--- config.mk ---
export PLATFORM = sky130hd
export DESIGN_NAME = fp_mul_arbiter
export DESIGN_NICKNAME = d
export VERILOG_FILES = /design/src/rtl/fp_mul_arb_pkg.sv /design/src/rtl/floating_point_multiplier.sv /design/src/rtl/rr_arbiter.sv /design/src/rtl/fp_mul_arbiter.sv
export SDC_FILE = /design/constraint.sdc
export NUM_CORES = 2
export LEC_CHECK = 0
export ABC_AREA = 1
export CORE_MARGIN = 5
export CORE_UTILIZATION = 42
export CTS_BUF_LIST = sky130_fd_sc_hd__clkbuf_16
export DETAILED_ROUTE_END_ITERATION = 10
export GPL_ROUTABILITY_DRIVEN = 0
export SYNTH_ARGS = -nofsm -noshare
export SYNTH_HDL_FRONTEND = slang
export SYNTH_HIERARCHICAL = 1
export SYNTH_SLANG_ARGS = --single-unit
export TNS_END_PERCENT = 5
--- constraint.sdc ---
create_clock -name clk -period 10.64 [get_ports clk]
set_input_delay 1.064 -clock clk [delete_from_list [all_inputs] [get_ports clk]]
set_output_delay 1.064 -clock clk [all_outputs]
set_load 0.05 [all_outputs]
--- src/rtl/fp_mul_arb_pkg.sv ---
// fp_mul_arb_pkg: shared flag indices and helpers for the multiplier arbiter
package fp_mul_arb_pkg;

    localparam int FLAG_UNDERFLOW = 0;
    localparam int FLAG_OVERFLOW  = 1;
    localparam int FLAG_INVALID   = 2;

    function automatic int fp_width(input int exponent_width, input int mantissa_width);
        return exponent_width + mantissa_width + 1;
    endfunction

    function automatic int rr_next(input int idx, input int num_req);
        return (idx + 1) % num_req;
    endfunction

endpackage

--- src/rtl/floating_point_multiplier.sv ---
// floating_point_multiplier: combinational IEEE-style multiply; subnormals flush to zero,
// NaN results are the canonical negative quiet NaN.
module floating_point_multiplier #(
    parameter int EXPONENT_WIDTH   = 8,
    parameter int MANTISSA_WIDTH   = 23,
    parameter int ROUND_TO_NEAREST = 1
) (
    input  logic [EXPONENT_WIDTH+MANTISSA_WIDTH:0] a,
    input  logic [EXPONENT_WIDTH+MANTISSA_WIDTH:0] b,
    output logic [EXPONENT_WIDTH+MANTISSA_WIDTH:0] out,
    output logic                                   invalid,
    output logic                                   overflow,
    output logic                                   underflow
);

    localparam int EW = EXPONENT_WIDTH;
    localparam int MW = MANTISSA_WIDTH;
    localparam logic [EW+1:0] BIAS    = (EW+2)'((1 << (EW - 1)) - 1);
    localparam logic [EW+1:0] EXP_MAX = (EW+2)'((1 << EW) - 1);

    logic          sign;
    logic [EW-1:0] ea, eb;
    logic [MW-1:0] ma, mb, mant;
    logic          a_zero, b_zero, a_inf, b_inf, a_nan, b_nan, a_snan, b_snan;
    logic [2*MW+1:0] prod, prod_n;
    logic          norm, guard, sticky, round_up;
    logic [MW:0]   mant_r;
    logic [EW+1:0] e_fin;

    assign sign     = a[EW+MW] ^ b[EW+MW];
    assign {ea, ma} = a[EW+MW-1:0];
    assign {eb, mb} = b[EW+MW-1:0];
    assign a_zero   = ea == '0;
    assign b_zero   = eb == '0;
    assign a_inf    = &ea && ma == '0;
    assign b_inf    = &eb && mb == '0;
    assign a_nan    = &ea && |ma;
    assign b_nan    = &eb && |mb;
    assign a_snan   = a_nan && !ma[MW-1];
    assign b_snan   = b_nan && !mb[MW-1];

    assign prod     = {{(MW+1){1'b0}}, 1'b1, ma} * {{(MW+1){1'b0}}, 1'b1, mb};
    assign norm     = prod[2*MW+1];
    assign prod_n   = norm ? prod : prod << 1;
    assign mant     = prod_n[2*MW:MW+1];
    assign guard    = prod_n[MW];
    assign sticky   = |prod_n[MW-1:0];
    assign round_up = ROUND_TO_NEAREST != 0 && guard && (sticky || mant[0]);
    assign mant_r   = {1'b0, mant} + (MW+1)'(round_up);
    // a rounding carry out of the mantissa bumps the exponent; negative wraps set the top bit
    assign e_fin    = {2'b00, ea} + {2'b00, eb} + (EW+2)'(norm) + (EW+2)'(mant_r[MW]) - BIAS;

    always_comb begin
        invalid   = 1'b0;
        overflow  = 1'b0;
        underflow = 1'b0;
        if (a_nan || b_nan || (a_zero && b_inf) || (a_inf && b_zero)) begin
            out     = {1'b1, {EW{1'b1}}, 1'b1, {(MW-1){1'b0}}};
            invalid = a_snan || b_snan || (!a_nan && !b_nan);
        end else if (a_inf || b_inf) begin
            out = {sign, {EW{1'b1}}, {MW{1'b0}}};
        end else if (a_zero || b_zero) begin
            out = {sign, {(EW+MW){1'b0}}};
        end else if (e_fin[EW+1] || e_fin == '0) begin
            out       = {sign, {(EW+MW){1'b0}}};
            underflow = 1'b1;
        end else if (e_fin >= EXP_MAX) begin
            out      = ROUND_TO_NEAREST != 0 ? {sign, {EW{1'b1}}, {MW{1'b0}}}
                                             : {sign, {(EW-1){1'b1}}, 1'b0, {MW{1'b1}}};
            overflow = 1'b1;
        end else begin
            out = {sign, e_fin[EW-1:0], mant_r[MW-1:0]};
        end
    end

endmodule

--- src/rtl/rr_arbiter.sv ---
// rr_arbiter: combinational round-robin pick of the first request at or above pointer
module rr_arbiter #(
    parameter int NUM_REQ  = 4,
    parameter int ID_WIDTH = $clog2(NUM_REQ)
) (
    input  logic [NUM_REQ-1:0]  req,
    input  logic                enable,
    input  logic [ID_WIDTH-1:0] pointer,
    output logic [NUM_REQ-1:0]  grant,
    output logic [ID_WIDTH-1:0] grant_idx
);

    logic                any;
    logic [ID_WIDTH-1:0] idx;

    // scan from the farthest offset down so the closest request to pointer wins
    always_comb begin
        any       = 1'b0;
        idx       = '0;
        grant_idx = '0;
        for (int k = NUM_REQ - 1; k >= 0; k--) begin
            idx = ID_WIDTH'((int'(pointer) + k) % NUM_REQ);
            if (req[idx]) begin
                any       = 1'b1;
                grant_idx = idx;
            end
        end
        grant = (enable && any) ? (NUM_REQ'(1) << grant_idx) : '0;
    end

endmodule

--- src/rtl/fp_mul_arbiter.sv ---
// fp_mul_arbiter: round-robin sharing of one FP multiplier among NUM_REQ requesters
// through a 2-stage operand/result pipeline with sticky exception flags.
module fp_mul_arbiter
    import fp_mul_arb_pkg::*;
#(
    parameter int NUM_REQ          = 4,
    parameter int EXPONENT_WIDTH   = 8,
    parameter int MANTISSA_WIDTH   = 23,
    parameter int ROUND_TO_NEAREST = 1,
    parameter int ID_WIDTH         = $clog2(NUM_REQ),
    localparam int FW              = fp_width(EXPONENT_WIDTH, MANTISSA_WIDTH)
) (
    input  logic                  clk,
    input  logic                  rst_n,
    input  logic [NUM_REQ-1:0]    req_valid,
    output logic [NUM_REQ-1:0]    req_ready,
    input  logic [NUM_REQ*FW-1:0] req_a,
    input  logic [NUM_REQ*FW-1:0] req_b,
    output logic                  resp_valid,
    input  logic                  resp_ready,
    output logic [ID_WIDTH-1:0]   resp_id,
    output logic [FW-1:0]         resp_out,
    output logic [2:0]            resp_flags,
    output logic [2:0]            sticky_flags,
    input  logic                  clear_sticky
);

    logic                s1_valid;
    logic [FW-1:0]       s1_a, s1_b;
    logic [ID_WIDTH-1:0] s1_id, ptr, grant_idx;
    logic [NUM_REQ-1:0]  grant;
    logic                s2_free, s1_free, accept, advance;
    logic [FW-1:0]       mul_out;
    logic                mul_inv, mul_ovf, mul_unf;
    logic [2:0]          mul_flags;
    logic [FW-1:0]       a_arr [NUM_REQ];
    logic [FW-1:0]       b_arr [NUM_REQ];

    for (genvar i = 0; i < NUM_REQ; i++) begin : g_slice
        assign a_arr[i] = req_a[i*FW +: FW];
        assign b_arr[i] = req_b[i*FW +: FW];
    end

    assign s2_free   = !resp_valid || resp_ready;
    assign s1_free   = !s1_valid || s2_free;
    assign advance   = s1_valid && s2_free;
    assign accept    = |(req_valid & grant);
    assign req_ready = grant;

    // ready is held low while reset is asserted so no requester sees a phantom grant
    rr_arbiter #(.NUM_REQ(NUM_REQ), .ID_WIDTH(ID_WIDTH)) u_arb (
        .req       (req_valid),
        .enable    (s1_free && rst_n),
        .pointer   (ptr),
        .grant     (grant),
        .grant_idx (grant_idx)
    );

    floating_point_multiplier #(
        .EXPONENT_WIDTH   (EXPONENT_WIDTH),
        .MANTISSA_WIDTH   (MANTISSA_WIDTH),
        .ROUND_TO_NEAREST (ROUND_TO_NEAREST)
    ) u_mul (
        .a         (s1_a),
        .b         (s1_b),
        .out       (mul_out),
        .invalid   (mul_inv),
        .overflow  (mul_ovf),
        .underflow (mul_unf)
    );

    always_comb begin
        mul_flags                 = '0;
        mul_flags[FLAG_INVALID]   = mul_inv;
        mul_flags[FLAG_OVERFLOW]  = mul_ovf;
        mul_flags[FLAG_UNDERFLOW] = mul_unf;
    end

    always_ff @(posedge clk or negedge rst_n) begin
        if (!rst_n) begin
            s1_valid <= 1'b0;
            s1_a     <= '0;
            s1_b     <= '0;
            s1_id    <= '0;
            ptr      <= '0;
        end else if (accept) begin
            s1_valid <= 1'b1;
            s1_a     <= a_arr[grant_idx];
            s1_b     <= b_arr[grant_idx];
            s1_id    <= grant_idx;
            ptr      <= ID_WIDTH'(rr_next(int'(grant_idx), NUM_REQ));
        end else if (advance) begin
            s1_valid <= 1'b0;
        end
    end

    always_ff @(posedge clk or negedge rst_n) begin
        if (!rst_n) begin
            resp_valid <= 1'b0;
            resp_out   <= '0;
            resp_flags <= '0;
            resp_id    <= '0;
        end else if (advance) begin
            resp_valid <= 1'b1;
            resp_out   <= mul_out;
            resp_flags <= mul_flags;
            resp_id    <= s1_id;
        end else if (resp_ready) begin
            resp_valid <= 1'b0;
        end
    end

    // a clear coinciding with a load keeps the freshly loaded flags
    always_ff @(posedge clk or negedge rst_n) begin
        if (!rst_n) sticky_flags <= '0;
        else sticky_flags <= (clear_sticky ? 3'b000 : sticky_flags) | (advance ? mul_flags : 3'b000);
    end

endmodule

==> summary.md <==
| Metric | Value |
|---|---|
| #FFs+latches synth | `110` |
| 1st-iter DRT viols | `1415` |
| Post-synthesis sequential area ratio | `9.01%` |
| Pre-antenna DRT Iters | `5` |
| Starting Density | `42.5%` |
| Crit path time final | `9.97 ns` |
| Antenna-violating nets left | `0` |
| Site row count | `between 90 and 100` |
| HPWL after detailed placement | `74.5 mm` |
| Dpl ws | `0.446 ns` |
| Grt total ovfl | `0` |
| IO Port Bufs | `308` |
| Post-synth ARST share | `100%` |
| Chip width | `roughly 280 µm` |
| Clock root buffer | `clkbuf_16` |
| H-tree lvl count | `3` |
| Drt via density | `4.69` |
| Synthesis-to-finish area growth | `14.0%` |
| Setup violations, final | `0` |
| Post-CTS setup buffers | `0` |
| Synth Cell Area | `about 0.03 mm²` |
| Num CTS Buffers | `9` |
| YS warnings | `6` |
| Worst slew margin | `41.9%` |
| Synthesized Nets | `5521` |
| Initial antenna violation count | `0` |
| Largest net degree at the start of global routing | `82` |
| Worst Path Arrival | `10.29 ns` |
| Period utilisation layout | `93.7%` |
| Fillers | `7581` |
| Max Clk Rate | `100 MHz` |
| Resized Gates After CTS | `0` |
| Synthesized area per cell | `6.66 µm²` |
| Final setup TNS | `0 ns` |
| Unique masters post-synth | `53` |
| I/O pin count | `309` |
| Hold depth | `2` |
| Number of global-route vias before repair | `approximately 28000` |
| Critical Path Fanout Max | `26` |
| CTS Buffer Depth | `2` |
| CTS tree | `done` |
| Total GRT Usage | `23.1%` |
| R2r setup slk | `0.67 ns` |
| Status | `finished clean` |
| WS Path Type | `reg -> reg` |
| Setup WS post-layout | `between 0.6 and 0.7 ns` |
| Hold crit path type | `reg -> reg` |
| Post-synth EDFFs | `0` |
| Nets | `5732` |
| Final hold vios | `0` |
| Share of layout cells above drive strength 1 | `5.87%` |
| Clk sinks | `110` |
| Slew Viols, Final | `0` |
| Critical-path top delay cell | `dfrtp_1` |
| Via Count | `27000` |
| Clk_skew | `roughly 0.0099 ns` |
| N_diodes | `0` |
| Reg2Reg Depth | `50` |
| Clock Latency Late Sink | `0.39 ns` |
| Global-route wire length before repair | `roughly 150 mm` |
| CP Capture Type | `register` |
| Synth Instances | `4585` |
| CP startpoint kind | `register` |
| Die area | `0.0782 mm²` |
| Die height | `280 µm` |
| RSZ-0062 raised after global routing | `no` |
| WL final | `88.4 mm` |
| Worst EP required | `10.97 ns` |
| Area of the core | `approximately 0.07 mm²` |
| Slew @ Worst Pin | `0.871 ns` |
| Hold WS | `0.484 ns` |
| Worst-path clk slew | `0.09 ns` |
| Crit-path max cell delay | `around 0.76 ns` |
| Prevailing post-synth register cell | `dfrtp_1` |
| Hold-fix buffers, CTS | `0` |
| Residual DRC | `0` |
| Wire per inst | `15.4 µm` |
| Max-Cap Viols | `0` |
-- synth_stat cells (all sizes together) (2+ instances only) --
master | n | share of area [%]
ha | 188 | 7.7
nor2 | 175 | 2.7
o21a | 2 | 0.049
xor2 | 15 | 0.43
a31oi | 2 | 0.041
buf | 67 | 1.5
or2 | 5 | 0.10
a21boi | 2 | 0.061
a21oi | 48 | 0.86
fa | 484 | 32
nand3 | 200 | 3.4
inv | 1328 | 16
o31ai | 2 | 0.049
and2 | 3 | 0.070
dfrtp | 110 | 9.0
nand2 | 1710 | 22
clkbuf | 112 | 1.4
nand3b | 10 | 0.25
nand4 | 27 | 0.65
xnor2 | 13 | 0.37
nor3 | 19 | 0.33
o2111ai | 2 | 0.057
o21ai | 35 | 0.59
nor4 | 17 | 0.35
o21bai | 4 | 0.098
-- per-layer routing --
metal	track usage, %	up-vias	wire length (µm)
met5	0	-	0
met4	6.67	0	2680
met3	2.03	120	4160
met2	41.5	699	44200
met1	29.7	12800	37400
li1	-	13300	-
-- cells by family after synthesis --
group | Yosys count | synth area share [%]
AO/OA/AOI/OAI | 100 | 1.88
XOR/XNOR | 28 | 0.803
adder cells (fa/ha/maj) | 672 | 39.4
buffers and inverters | 1507 | 19.3
flip-flops | 110 | 9.01
AND/OR/NAND/NOR | 2168 | 29.6
-- metrics by stage --
step	util (%)	instance area [µm²]	cells
CTS	48.4	34800	5751
finish	48.5	34800	5751
global route	48.5	34800	5751
detailed placement	48.0	34500	5735
floorplan	-	30500	4585
global placement	48.0	34500	5735
-- worst paths after layout --
path                               start            to
worst max register to register  s1_a[19]   resp_out[2]
worst max-delay path            s1_a[19]   resp_out[2]
worst min register to register  s1_id[0]    resp_id[0]
min in group asynchronous          rst_n  resp_out[12]
worst min-delay path            s1_id[0]    resp_id[0]
max in group asynchronous          rst_n      s1_a[11]
-- cell type report --
class                      instances  area (µm²)  share of cell area, %
clock inverter                     7         105                  0.302
inverter                        1328        4990                   14.3
multi-input combinational       2968       21900                   63.0
timing repair buffer             379        3610                   10.4
tap                              950        1190                   3.41
sequential                       110        2770                   7.97
clock buffer                       9         225                  0.647
-- layout by cell type (no fill, tap or decap), types with 5 or more instances in the layout --
cell type        synthesis  layout
nand2_4                 12      13
nand3b_1                10      10
xnor2_1                 13      13
nand4_1                 25      25
ha_1                   188     188
inv_2                   60      59
o21ai_1                 12      12
nor2_4                  15      17
dfrtp_1                110      93
clkbuf_16                0       9
nand2_1               1649    1649
inv_1                 1267    1267
o21ai_0                 22      22
nand3_1                196     196
nor2_2                  19      18
dfrtp_2                  0      17
nor3_1                  18      18
nor4_1                  17      17
nor2_1                 140     139
buf_4                    5      72
xor2_1                  15      15
clkdlybuf4s50_1          0     307
a21oi_1                 44      44
fa_1                   484     484
or2_2                    5       5
nand2_2                 49      48
-- registers in the layout, indices dropped and copies added, names as in the netlist --
signal	count
s1_valid	1
resp_flags	3
s1_id	2
ptr	2
sticky_flags	3
resp_out	32
s1_b	32
s1_a	32
resp_valid	1
resp_id	2
-- critical path: cells and delay by family (launching register included) --
| kind | cells | cell delay [ns] |
|---|---|---|
| adders and majority gates | 10 | 4.71 |
| and+or+nand+nor | 27 | 3.14 |
| buffers and inverters | 11 | 1.02 |
| DFF | 1 | 0.76 |
| AOI/OAI and AO/OA | 1 | 0.13 |
| xor gates and xnor gates | 1 | 0.10 |
Power is left out: the tool's default activity adds up to more than one toggle a clock period on the data nets, which glitch-free logic cannot reach.
